--- src/rtl/key_debouncer.sv ---
// key_debouncer: conditions raw, bouncing key inputs into a clean,
// clock-synchronous key-level vector with per-key press/release pulses.
//
// Ports:
//   clk          system clock, rising-edge active
//   rst_n        asynchronous active-low reset
//   key_raw      raw key pins, 1 = pressed (asynchronous, may bounce)
//   key_level    debounced key state, 1 = held
//   key_press    1-cycle pulse when key_level rises
//   key_release  1-cycle pulse when key_level falls
//   any_key      OR of key_level, registered alongside it
//
// Each key is independent. Its effective state (stable low/high, counting
// up/down) is implied by key_level and a non-zero counter, so no separate
// state register exists.
module key_debouncer #(
  parameter int unsigned N_KEYS          = 10,
  parameter int unsigned DEBOUNCE_CYCLES = 50000,
  parameter int unsigned CNT_W           = 16
) (
  input  logic              clk,
  input  logic              rst_n,
  input  logic [N_KEYS-1:0] key_raw,
  output logic [N_KEYS-1:0] key_level,
  output logic [N_KEYS-1:0] key_press,
  output logic [N_KEYS-1:0] key_release,
  output logic              any_key
);

  // Last counter value before a change is accepted.
  localparam logic [CNT_W-1:0] CNT_LAST = CNT_W'(DEBOUNCE_CYCLES - 1);
  localparam logic [CNT_W-1:0] CNT_ONE  = CNT_W'(1);

  logic [N_KEYS-1:0] sync1;
  logic [N_KEYS-1:0] sync2;
  logic [CNT_W-1:0]  cnt     [N_KEYS];
  logic [CNT_W-1:0]  cnt_nxt [N_KEYS];
  logic [N_KEYS-1:0] level_nxt;

  // Next-state: agreement clears the counter, mismatch counts up and
  // flips the level on the DEBOUNCE_CYCLES-th consecutive mismatch.
  always_comb begin
    level_nxt = key_level;
    for (int unsigned i = 0; i < N_KEYS; i++) begin
      cnt_nxt[i] = '0;
      if (sync2[i] != key_level[i]) begin
        if (cnt[i] == CNT_LAST) begin
          level_nxt[i] = sync2[i];
        end else begin
          cnt_nxt[i] = cnt[i] + CNT_ONE;
        end
      end
    end
  end

  // State and output registers; event pulses come from the level edge
  // being committed this cycle, so they line up with the new key_level.
  always_ff @(posedge clk or negedge rst_n) begin
    if (!rst_n) begin
      sync1       <= '0;
      sync2       <= '0;
      key_level   <= '0;
      key_press   <= '0;
      key_release <= '0;
      any_key     <= 1'b0;
      for (int unsigned i = 0; i < N_KEYS; i++) begin
        cnt[i] <= '0;
      end
    end else begin
      sync1       <= key_raw;
      sync2       <= sync1;
      key_level   <= level_nxt;
      key_press   <= level_nxt & ~key_level;
      key_release <= ~level_nxt & key_level;
      any_key     <= |level_nxt;
      for (int unsigned i = 0; i < N_KEYS; i++) begin
        cnt[i] <= cnt_nxt[i];
      end
    end
  end

endmodule
--- config.mk ---
export PLATFORM = sky130hd
export DESIGN_NAME = key_debouncer
export DESIGN_NICKNAME = d
export VERILOG_FILES = /design/src/rtl/key_debouncer.sv
export SDC_FILE = /design/constraint.sdc
export NUM_CORES = 1
export LEC_CHECK = 0
export CELL_PAD_IN_SITES_DETAIL_PLACEMENT = 1
export CELL_PAD_IN_SITES_GLOBAL_PLACEMENT = 2
export CORE_ASPECT_RATIO = 0.7
export CORE_MARGIN = 1
export CORE_UTILIZATION = 28
export DETAILED_ROUTE_END_ITERATION = 10
export PLACE_DENSITY = 0.63
export SETUP_SLACK_MARGIN = 0.02
export SLEW_MARGIN = 5
export SYNTH_ARGS = -nofsm -noshare
export SYNTH_HDL_FRONTEND = slang
export SYNTH_SLANG_ARGS = --single-unit
--- constraint.sdc ---
create_clock -name clk -period 3.65 [get_ports clk]
set_input_delay 0.9125 -clock clk [delete_from_list [all_inputs] [get_ports clk]]
set_output_delay 0.9125 -clock clk [all_outputs]
set_load 0.02 [all_outputs]
After elaboration in Yosys (flattened, before gate mapping)
Cells that the tools add are included.
{"block": "op_classes", "n_addsub": 10, "n_mux": 40, "reduce_logical": 1, "eq_ne": 20, "n_bitwise": 4}
{"operator": "two-way mux 16 bit", "count": 20}
{"operator": "adder 16 x 1 -> 16 bit (second input constant)", "count": 10}
{"operator": "== test 16 bit (second input constant)", "count": 10}
{"operator": "bitwise AND 10 bit", "count": 2}
{"operator": "two-way mux 1 bit", "count": 20}
{"operator": "inverter 10 bit", "count": 2}
{"operator": "!= test 1 bit", "count": 10}
{"operator": "OR reduction 10 bit", "count": 1}
{"block": "totals", "out_inout_bits": 31, "input_bits": 12, "regBits": 211, "wordCells": 91}

Depth between registers and ports, before layout
{"block": "logic_depth", "ltp_word": 5, "mapped_depth": 6, "mapped_depth_nobuf": 6}

Least setup slack after synthesis
OpenSTA, ideal clock, no wires.
{"block": "synth_timing", "path_kind": "flip-flop to flip-flop", "from": "reg cnt[48] in the netlist's numbering", "to": "reg any_key", "required_time_ps": 3519, "t_arrival_ps": 1610, "stages_incl_launch_ff": 7, "synth_period_minus_slack_ps": 1741, "setup_time_ps": 131, "path_buffers": 0, "slack_ps": 1909, "path_cell_list": "dfrtp_1 -> ha_1 -> and3_1 -> nand4_1 -> mux2_2 -> nor4_2 -> nand3_1"}
{"block": "synth_between", "elab_chain_len": 4}
{"item": "from (decl)", "line": "36", "text": "logic [CNT_W-1:0] cnt [N_KEYS];"}
{"item": "from (signal, indexed assignment)", "line": "77", "text": "cnt[i] <= cnt_nxt[i];"}
{"item": "== test 16 bit", "line": "47", "text": "if (cnt[i] == CNT_LAST) begin"}
{"item": "two-way mux 1 bit", "line": "47"}
{"item": "two-way mux 1 bit", "line": "46", "text": "if (sync2[i] != key_level[i]) begin"}
{"item": "net level_nxt[6]", "line": "38", "text": "logic [N_KEYS-1:0] level_nxt;"}
{"item": "OR reduction 10 bit", "line": "75", "text": "any_key <= |level_nxt;"}
{"item": "to (signal assigned)", "line": "75"}
{"item": "to (decl)", "line": "27", "text": "output logic any_key"}
The timed path passes the listed nets, and every way through them passes these cells.

Worst setup path in the final report
{"block": "layout_timing", "from": "reg key_level[5]", "to": "out key_level[5]"}
{"item": "from (decl)", "line": "24", "text": "output logic [N_KEYS-1:0] key_level,"}
{"item": "from (signal assigned)", "line": "72", "text": "key_level <= level_nxt;"}
No word-level cell between the ends.

==> summary.md <==
| Metric | Value |
|---|---|
| Status | `complete, but fails checks` |
| Failing checks | `design-rule violations` |
| Via density | `between 4 and 5` |
| Placed insts | `between 1000 and 1500` |
| Clock power share | `47.9%` |
| Routed len/inst | `around 15 µm` |
| Distinct cells, synth | `24` |
| Hold Crit Class | `flip-flop to flip-flop` |
| RSZ-0062 raised after global routing | `false` |
| Dpl hpwl | `around 14000 µm` |
| Tmin final | `about 2.5 ns` |
| Relative slew slack | `about 48%` |
| Number of cells on the critical path | `1` |
| Pint | `3.79 mW` |
| # IOs | `43` |
| Crit path DAT | `roughly 1.6 ns` |
| Register Area | `5280 µm²` |
| CP top delay family | `buffers and inverters` |
| CTS tree | `yes` |
| Grt ovf | `0` |
| Pwr dens | `~450 nW/µm²` |
| Path depth of the worst reg2reg path | `6` |
| # hold bufs at CTS | `0` |
| Crit path required time | `2.74 ns` |
| Max Freq | `393 MHz` |
| Largest net degree at the start of global routing | `slightly above 80` |
| Routed Antenna Nets | `0` |
| Worst path buffer plus inverter count | `1` |
| PortBufs | `42` |
| Slowest-stage cell, CP | `clkdlybuf4s50_1` |
| Die height | `154 µm` |
| Maxcap violations | `0` |
| CTS buffer count | `24` |
| Clock Sinks | `between 200 and 250` |
| Final period utilization | `69.6%` |
| Setup TNS | `0 ns` |
| Final Hold Vio Count | `0` |
| Total die area | `roughly 34000 µm²` |
| Site row count | `55` |
| Switching share of power | `roughly 23%` |
| Setup crit start kind | `flip-flop` |
| Die Span X | `roughly 220 µm` |
| Max Fanout on Critical Path | `5` |
| Fill count | `3643` |
| Initial Util | `between 20 and 30%` |
| Peak per-stage delay on the critical path | `about 0.66 ns` |
| Fraction of layout cells with a size suffix above 1 | `~7.6%` |
| Syn_area_per_cell | `10.9 µm²` |
| DR vias | `between 6000 and 7000` |
| Sequential share of the synthesized area | `a little under three fifths` |
| Core ar. | `approximately 32000 µm²` |
| Drc violations | `11` |
| Syn. warnings | `0` |
| Initial antenna violation count | `0` |
| Iteration-0 DRC Markers | `around 270` |
| WS Path Type | `flip-flop to primary output` |
| N_diodes | `0` |
| Post-Layout Cell Count | `~1400` |
| GR Util All Layers | `12.8%` |
| Leak | `around 4.7 nW` |
| Mapped Cells | `~860` |
| Combinational power share | `under 10%` |
| Max VDD drop | `slightly below 0.0003 V` |
| Clock transition at path regs | `around 0.06 ns` |
| Syn Nets | `between 800 and 900` |
| Drt pass-1 iters | `8` |
| Area of the multi-input gates | `3930 µm²` |
| Flop and latch count out of synthesis | `roughly 210` |
| Critical Path End Type | `primary output` |
| Final Routed Wirelength | `20300 µm` |
| Number of global-route vias before repair | `around 6500` |
| GP Congestion | `around 0.71` |
| CTS resizes | `0` |
| Setup Buffers After CTS | `0` |
| Hold path depth | `0` |
| Clk buf depth | `3` |
| Clock latency on the worst-skew pair | `roughly 0.54 ns` |
| Max-slew violations | `0` |
| Worst-Margin Slew | `0.779 ns` |
| NumNets Final | `939` |
| CTS H-tree lvls | `1` |
| Clock skew | `approximately 0.021 ns` |
| Final setup viols | `0` |
| Area Growth Syn to Fin | `18.8%` |
| Post-synthesis cell area | `between 9000 and 10000 µm²` |
| CP cell instances | `clkdlybuf4s50_1` |
| Seq pwr share | `between 40% and 50%` |
| First-pass GRT wire length | `around 35000 µm` |
| Clock Root Buffer | `clkbuf_16` |
| Net Sw Power | `1.12 mW` |
[final timing paths]
path | slack [ns] | to | from
max | 1.11 | key_level[5] | key_level[5]
min | 0.35 | sync2[2] | sync1[2]
max reg2reg | 1.59 | any_key | cnt[80]
min reg2reg | 0.35 | sync2[2] | sync1[2]
max in group asynchronous | 2.51 | cnt[46] | rst_n
min in group asynchronous | 0.38 | cnt[150] | rst_n
[layout by cell type (no fill, tap or decap), drive strengths merged, types with 20 or more instances in the layout]
| cell | Yosys | routed |
|---|---|---|
| and3 | 40 | 40 |
| xnor2 | 80 | 80 |
| clkbuf | 6 | 35 |
| nor3 | 20 | 20 |
| nor3b | 20 | 20 |
| nand2 | 40 | 40 |
| xor2 | 70 | 70 |
| clkdlybuf4s50 | 0 | 41 |
| nand3 | 101 | 101 |
| nor2 | 181 | 181 |
| dfrtp | 211 | 211 |
[area by class of cell]
cell class,count,share of cell area [%]
sequential,211,47.8
inverter,10,0.340
tap,427,4.84
multi-input combinational,624,35.6
clock buffer,35,6.54
timing repair buffer,46,4.35
clock inverter,7,0.453
[synth_stat cells (all sizes together)]
| master | count | area, µm² |
|---|---|---|
| clkbuf | 6 | 22.5 |
| nor4 | 12 | 87.6 |
| dfrtp | 211 | 5280 |
| nand4 | 10 | 87.6 |
| ha | 10 | 125 |
| nand3 | 101 | 505 |
| xor2 | 70 | 613 |
| nor4b | 10 | 125 |
| nor3 | 20 | 100 |
| and3 | 40 | 250 |
| inv | 10 | 37.5 |
| nand2 | 40 | 150 |
| nor3b | 20 | 150 |
| mux2 | 10 | 128 |
| buf | 4 | 20.0 |
| and4bb | 12 | 150 |
| nor4bb | 8 | 80.1 |
| nor2 | 181 | 679 |
| xnor2 | 80 | 701 |
[through the flow]
stage | util, % | total power [mW] | hold slack (ns) | worst slack, ns | cell area [µm²]
3_5_place_dp | 31.6 | 2.61 | 0.336 | 1.55 | 10300
2_1_floorplan | - | 2.51 | 0.331 | 1.91 | 9290
3_3_place_gp | 31.6 | 2.61 | 0.334 | 1.53 | 10300
4_1_cts | 34.0 | 5.02 | 0.350 | 1.07 | 11000
6_report | 34.0 | 4.91 | 0.348 | 1.11 | 11000
5_1_grt | 34.0 | 5.13 | 0.359 | 1.04 | 11000
[power by group through the flow]
stage | clock [mW] | sequential (mW) | combinational (mW)
detailed placement | 0 | 2.46 | 0.157
finish | 2.35 | 2.41 | 0.149
global route | 2.53 | 2.42 | 0.176
floorplan | 0 | 2.45 | 0.0665
CTS | 2.45 | 2.41 | 0.158
global placement | 0 | 2.45 | 0.158
[per-layer routing]
layer  vias up  part of all wire, %  track usage [%]
li1       3012                    -                -
met3        36                  3.2             2.48
met5         -                    0                0
met4         0                  2.6             3.55
met1      3069                   56             20.2
met2        63                   39             17.2
[state kept, by name (all words and copies together) (netlist names)]
name	flops
sync2	10
key_press	10
any_key	1
key_release	10
cnt	160
key_level	10
sync1	10
[logic make-up (layout without fill, tap and decap cells)]
group | count (synthesis) | count (layout) | synth area share [%]
muxes | 10 | 10 | 1.37
and+or+nand+nor | 454 | 454 | 25.5
adders and majority gates | 10 | 10 | 1.35
DFF | 211 | 211 | 56.8
xor gates and xnor gates | 150 | 150 | 14.1
buffers and inverters | 20 | 98 | 0.862
(Power assumes the default switching activity.)
==> RTL change 1 (same flow settings) <==
`N_KEYS`: 10 -> 20.
--- a/src/rtl/key_debouncer.sv
+++ b/src/rtl/key_debouncer.sv
@@ -14,7 +14,7 @@
 // up/down) is implied by key_level and a non-zero counter, so no separate
 // state register exists.
 module key_debouncer #(
-  parameter int unsigned N_KEYS          = 10,
+  parameter int unsigned N_KEYS          = 20,
   parameter int unsigned DEBOUNCE_CYCLES = 50000,
   parameter int unsigned CNT_W           = 16
 ) (
Ports: changed (resized key_level, key_press, key_raw and key_release); port bits go from 43 to 83. The function was not compared with the original's and may differ.
==> RTL change 1 against the original RTL <==
- routed wire length grew 96%
- sequential cell count rose by 210
- hold slack got worse by 0.0025 ns
- sequential power grew 100%
- area after synthesis up 96%
- setup slack got worse by 0.44 ns
- total power rose by 100%
- via count rose by 95%
- global-route usage is 0.18 points lower
- register-to-register slack lost 0.93 ns
- clock skew increased by 0.0052 ns
- design area increased by 98%
- die area increased by 95%
- critical path type is now flip-flop to flip-flop
==> RTL change 1: results (changes against the original RTL) <==
| Metric | Value |
|---|---|
| Status | `complete, no violations` |
| First-iteration detailed-routing DRC count | `618 (+130%)` |
| Crit path DAT | `3.44 ns (+1.81 ns)` |
| FILL cells | `7047 (+93%)` |
| Clock Skews | `0.02661 ns (+0.005235 ns)` |
| Routed wire length | `39840 µm (+96%)` |
| RePlAce Congestion | `0.7289 (+2.2%)` |
| Synth Area in XOR/XNOR | `13.84% (-0.30 points)` |
| Area after DPL | `0.02020 mm² (+97%)` |
| Register area share after synthesis | `57.81% (+0.99 points)` |
| Final net count | `1838 (+96%)` |
| Met3 Usage GRT | `2.445% (-0.033 points)` |
| Met1 usage | `19.09% (-1.1 points)` |
| Post-synthesis cell type count | `33 (+38%)` |
| Total Power | `0.01005 W (+100%)` |
| Post-synthesis compound-gate area fraction | `0.4394% (+0.44 points)` |
| Cts bufs inserted | `46 (+92%)` |
| Flip-flop count of the largest register after layout | `320 (+100%)` |
| Met1 wire length | `21400 µm (+90%)` |
| Met2 WL post-DR | `16230 µm (+110%)` |
| Net count after synthesis | `1718 (+96%)` |
| Synth top area cells | `dfrtp_1, xor2_1, nor2_1, xnor2_1, nand3_1` |
| Vias in the first global route | `13.02k (+100%)` |
| Post-synth top cells | `dfrtp_1, nor2_1, xor2_1, xnor2_1, nand2_1` |
| Metal3 WL | `1423 µm (+120%)` |
| Seq group | `0.00481 W (+100%)` |
| CP max-delay cell | `nor4_1` |
| Leakage power | `9.385 nW (+99%)` |
| Post-synthesis mux area share | `1.257% (-0.12 points)` |
| Drt pass-1 iters | `4 (-4)` |
| Cell family with most CP delay | `simple AND/OR/NAND/NOR gates` |
| Postcts setup bufs | `0 (unchanged)` |
| Area taken by multi-input logic gates | `0.007577 mm² (+93%)` |
| Sw Ratio | `21.86% (-0.92 points)` |
| First-pass GRT wire length | `69020 µm (+96%)` |
| Yosys warnings | `0 (unchanged)` |
| Grt met2 use | `17.99% (+0.80 points)` |
| Worst-skew pair later-pin latency | `0.58 ns (+0.04 ns)` |
| Number of I/O port buffers | `82 (+95%)` |
| Power Combinational | `0.000291 W (+95%)` |
| Worst path max stage delay | `0.62 ns (-0.04 ns)` |
| Detailed Place HPWL | `26820 µm (+95%)` |
| Relative slew slack | `49.14% (+1.6 points)` |
| Worst IR Drop VDD | `0.0003007 V (+2.8%)` |
| Vias post-DR | `12.06k (+95%)` |
| H-tree Lvls | `2 (+1)` |
| Adder-cell share of the synthesized area | `1.373% (+0.027 points)` |
| Layout cell share with drive strength beyond 1 | `7.260% (-0.35 points)` |
## RTL change 1: through the flow
stage               std cells  worst slack, ns  hold WS [ns]
global placement         2617           0.5716        0.3356
finish                   2701           0.6635        0.3455
CTS                      2701           0.5481        0.3502
detailed placement       2617           0.5522        0.3358
floorplan                1676            1.360        0.3312
global route             2701           0.4377        0.3555
## RTL change 1: path summary, 6_finish.rpt
check / slack [ns] / depth (start not counted) / endpoint / startpoint
max: 0.66 / 7 / any_key / cnt[192]
min: 0.35 / 0 / sync2[8] / sync1[8]
max reg2reg: 0.66 / 7 / any_key / cnt[192]
min reg2reg: 0.35 / 0 / sync2[8] / sync1[8]
max in group asynchronous: 2.39 / 2 / cnt[147] / rst_n
min in group asynchronous: 0.36 / 1 / cnt[299] / rst_n
## RTL change 1: cell type report
type / instances / share of cell area [%]
flip-flops and latches: 421 / 48.30
multi-input cells: 1226 / 34.74
clock buffers: 71 / 6.493
well taps: 869 / 4.985
repair buffers: 93 / 4.451
clock inverters: 13 / 0.9005
inverters: 8 / 0.1377
==> RTL change 2 (same flow settings) <==
Made on the original files. `key_level`, `key_press` and `key_release` no longer have a reset.
--- a/src/rtl/key_debouncer.sv
+++ b/src/rtl/key_debouncer.sv
@@ -59,9 +59,6 @@
     if (!rst_n) begin
       sync1       <= '0;
       sync2       <= '0;
-      key_level   <= '0;
-      key_press   <= '0;
-      key_release <= '0;
       any_key     <= 1'b0;
       for (int unsigned i = 0; i < N_KEYS; i++) begin
         cnt[i] <= '0;
@@ -69,9 +66,6 @@
     end else begin
       sync1       <= key_raw;
       sync2       <= sync1;
-      key_level   <= level_nxt;
-      key_press   <= level_nxt & ~key_level;
-      key_release <= ~level_nxt & key_level;
       any_key     <= |level_nxt;
       for (int unsigned i = 0; i < N_KEYS; i++) begin
         cnt[i] <= cnt_nxt[i];
@@ -79,4 +73,10 @@
     end
   end
 
+  always_ff @(posedge clk) begin
+    key_level   <= level_nxt;
+    key_press   <= level_nxt & ~key_level;
+    key_release <= ~level_nxt & key_level;
+  end
+
 endmodule
Behaviour: same outputs for any inputs over 10 cycles, from zero or initial values and one cycle with rst_n low; that may be too few to reach the edited logic, so the function may still have changed.
==> RTL change 2 against the original RTL <==
- hold slack improved by 0.0017 ns
- area after synthesis shrank 1.5%
- clock skew fell by 0.010 ns
- routed wire length fell by 4.2%
- first-iteration DRC count grew 27%
- core utilization is 0.085 points higher
- total power fell by 4.1%
- setup slack worse by 0.14 ns
- clock power decreased by 8%
- design area decreased by 2.2%
- register-to-register slack worse by 0.62 ns
- sequential cell count is the same
- combinational power is 5% lower
- critical endpoint is now any_key
==> RTL change 2: results (changes against the original RTL) <==
| Metric | Value |
|---|---|
| Min-delay src | `sync1[0]` |
| Wire per inst | `14.43 µm (-3.4%)` |
| Detailed Place HPWL | `13400 µm (-2.4%)` |
| Grt met2 use | `16.01% (-1.2 points)` |
| First-iteration detailed-routing DRC count | `345 (+27%)` |
| Worst IR Drop VDD | `0.0002655 V (-9.3%)` |
| Cts bufs inserted | `23 (-4.2%)` |
| Drt via density | `4.487 (-1.3%)` |
| Met3 Usage GRT | `2.448% (-0.030 points)` |
| Final net count | `937 (-0.21%)` |
| Clock Skews | `0.01139 ns (-0.009981 ns)` |
| Antenna diode instance count | `0 (unchanged)` |
| Setup CP Type | `flip-flop to flip-flop` |
| Worst-skew pair later-pin latency | `0.51 ns (-0.03 ns)` |
| Hold EP | `sync2[0]` |
| Vias in the first global route | `6358 (-1.9%)` |
| Drt pass-1 iters | `4 (-4)` |
| Post-synthesis cell type count | `28 (+17%)` |
| First-pass GRT wire length | `33710 µm (-4.3%)` |
| Status | `complete, no violations` |
| FILL cells | `3515 (-3.5%)` |
| RePlAce Congestion | `0.7203 (+1.0%)` |
| WHS | `0.3497 ns (+0.001726 ns)` |
| Layout cell share with drive strength beyond 1 | `6.882% (-0.73 points)` |
| R2r setup slk | `0.97 ns (-0.62 ns)` |
| Largest net degree at the start of global routing | `73 (-12%)` |
| Synth Area in XOR/XNOR | `14.35% (+0.21 points)` |
| Pre-CTS setup slack | `0.9788 ns (-0.5680 ns)` |
| Post-synthesis mux area share | `1.394% (+0.021 points)` |
| GRT Overall Usage | `12.22% (-0.54 points)` |
RTL change 2: metrics by stage:
| step | instance area [µm²] | cells | power, W | util, % |
|---|---|---|---|---|
| floorplan | 9155 | 855 | 0.002509 | - |
| global placement | 10100 | 1310 | 0.002601 | 31.87 |
| detailed placement | 10100 | 1310 | 0.002599 | 31.87 |
| CTS | 10790 | 1350 | 0.004819 | 34.06 |
| global route | 10790 | 1350 | 0.004918 | 34.06 |
| finish | 10790 | 1350 | 0.004714 | 34.06 |
RTL change 2: routing by layer:
layer  share of wire (%)  vias up
met5                   0        -
met2                  37       59
met3                 3.0       27
met1                  58     2955
met4                 1.9        0
li1                    -     3016
RTL change 2: layout make-up:
type	instances	share of cell area [%]
Clock buffer	35	6.213
Clock inverter	5	0.2318
Inverter	10	0.3477
Multi-Input combinational cell	624	36.56
Sequential cell	211	47.53
Tap cell	420	4.868
Timing Repair Buffer	45	4.254
RTL change 2: how the worst max path moves through the flow:
stage,end,slack (ns),cells past startpoint
after floorplan,any_key,1.90,6
after global placement,any_key,0.95,6
after detailed placement,any_key,0.98,6
after CTS,any_key,0.97,6
after global routing,any_key,0.82,6
final,any_key,0.97,6
RTL change 2: cells by family (layout without fill, tap and decap cells):
family        after synthesis  in the layout
simple gates              454            454
mux                        10             10
fa+ha+maj                  10             10
buf+inv                    20             95
xor+xnor                  150            150
flops                     211            211
RTL change 2: where the power goes:
group	leakage [nW]	switching, W	internal [W]
Clock	0.347	0.000906	0.00126
Combinational	1.46	0.0000954	0.0000463
Sequential	2.70	0.0000351	0.00237
Total	4.51	0.00104	0.00368
RTL change 2: critical path: stages (launching register included):
cell	delay [ns]
dfrtp_1	0.41
ha_1	0.26
and3_1	0.23
nand4_1	0.19
mux2_2	0.38
nor4_1	0.89
nand3_1	0.16
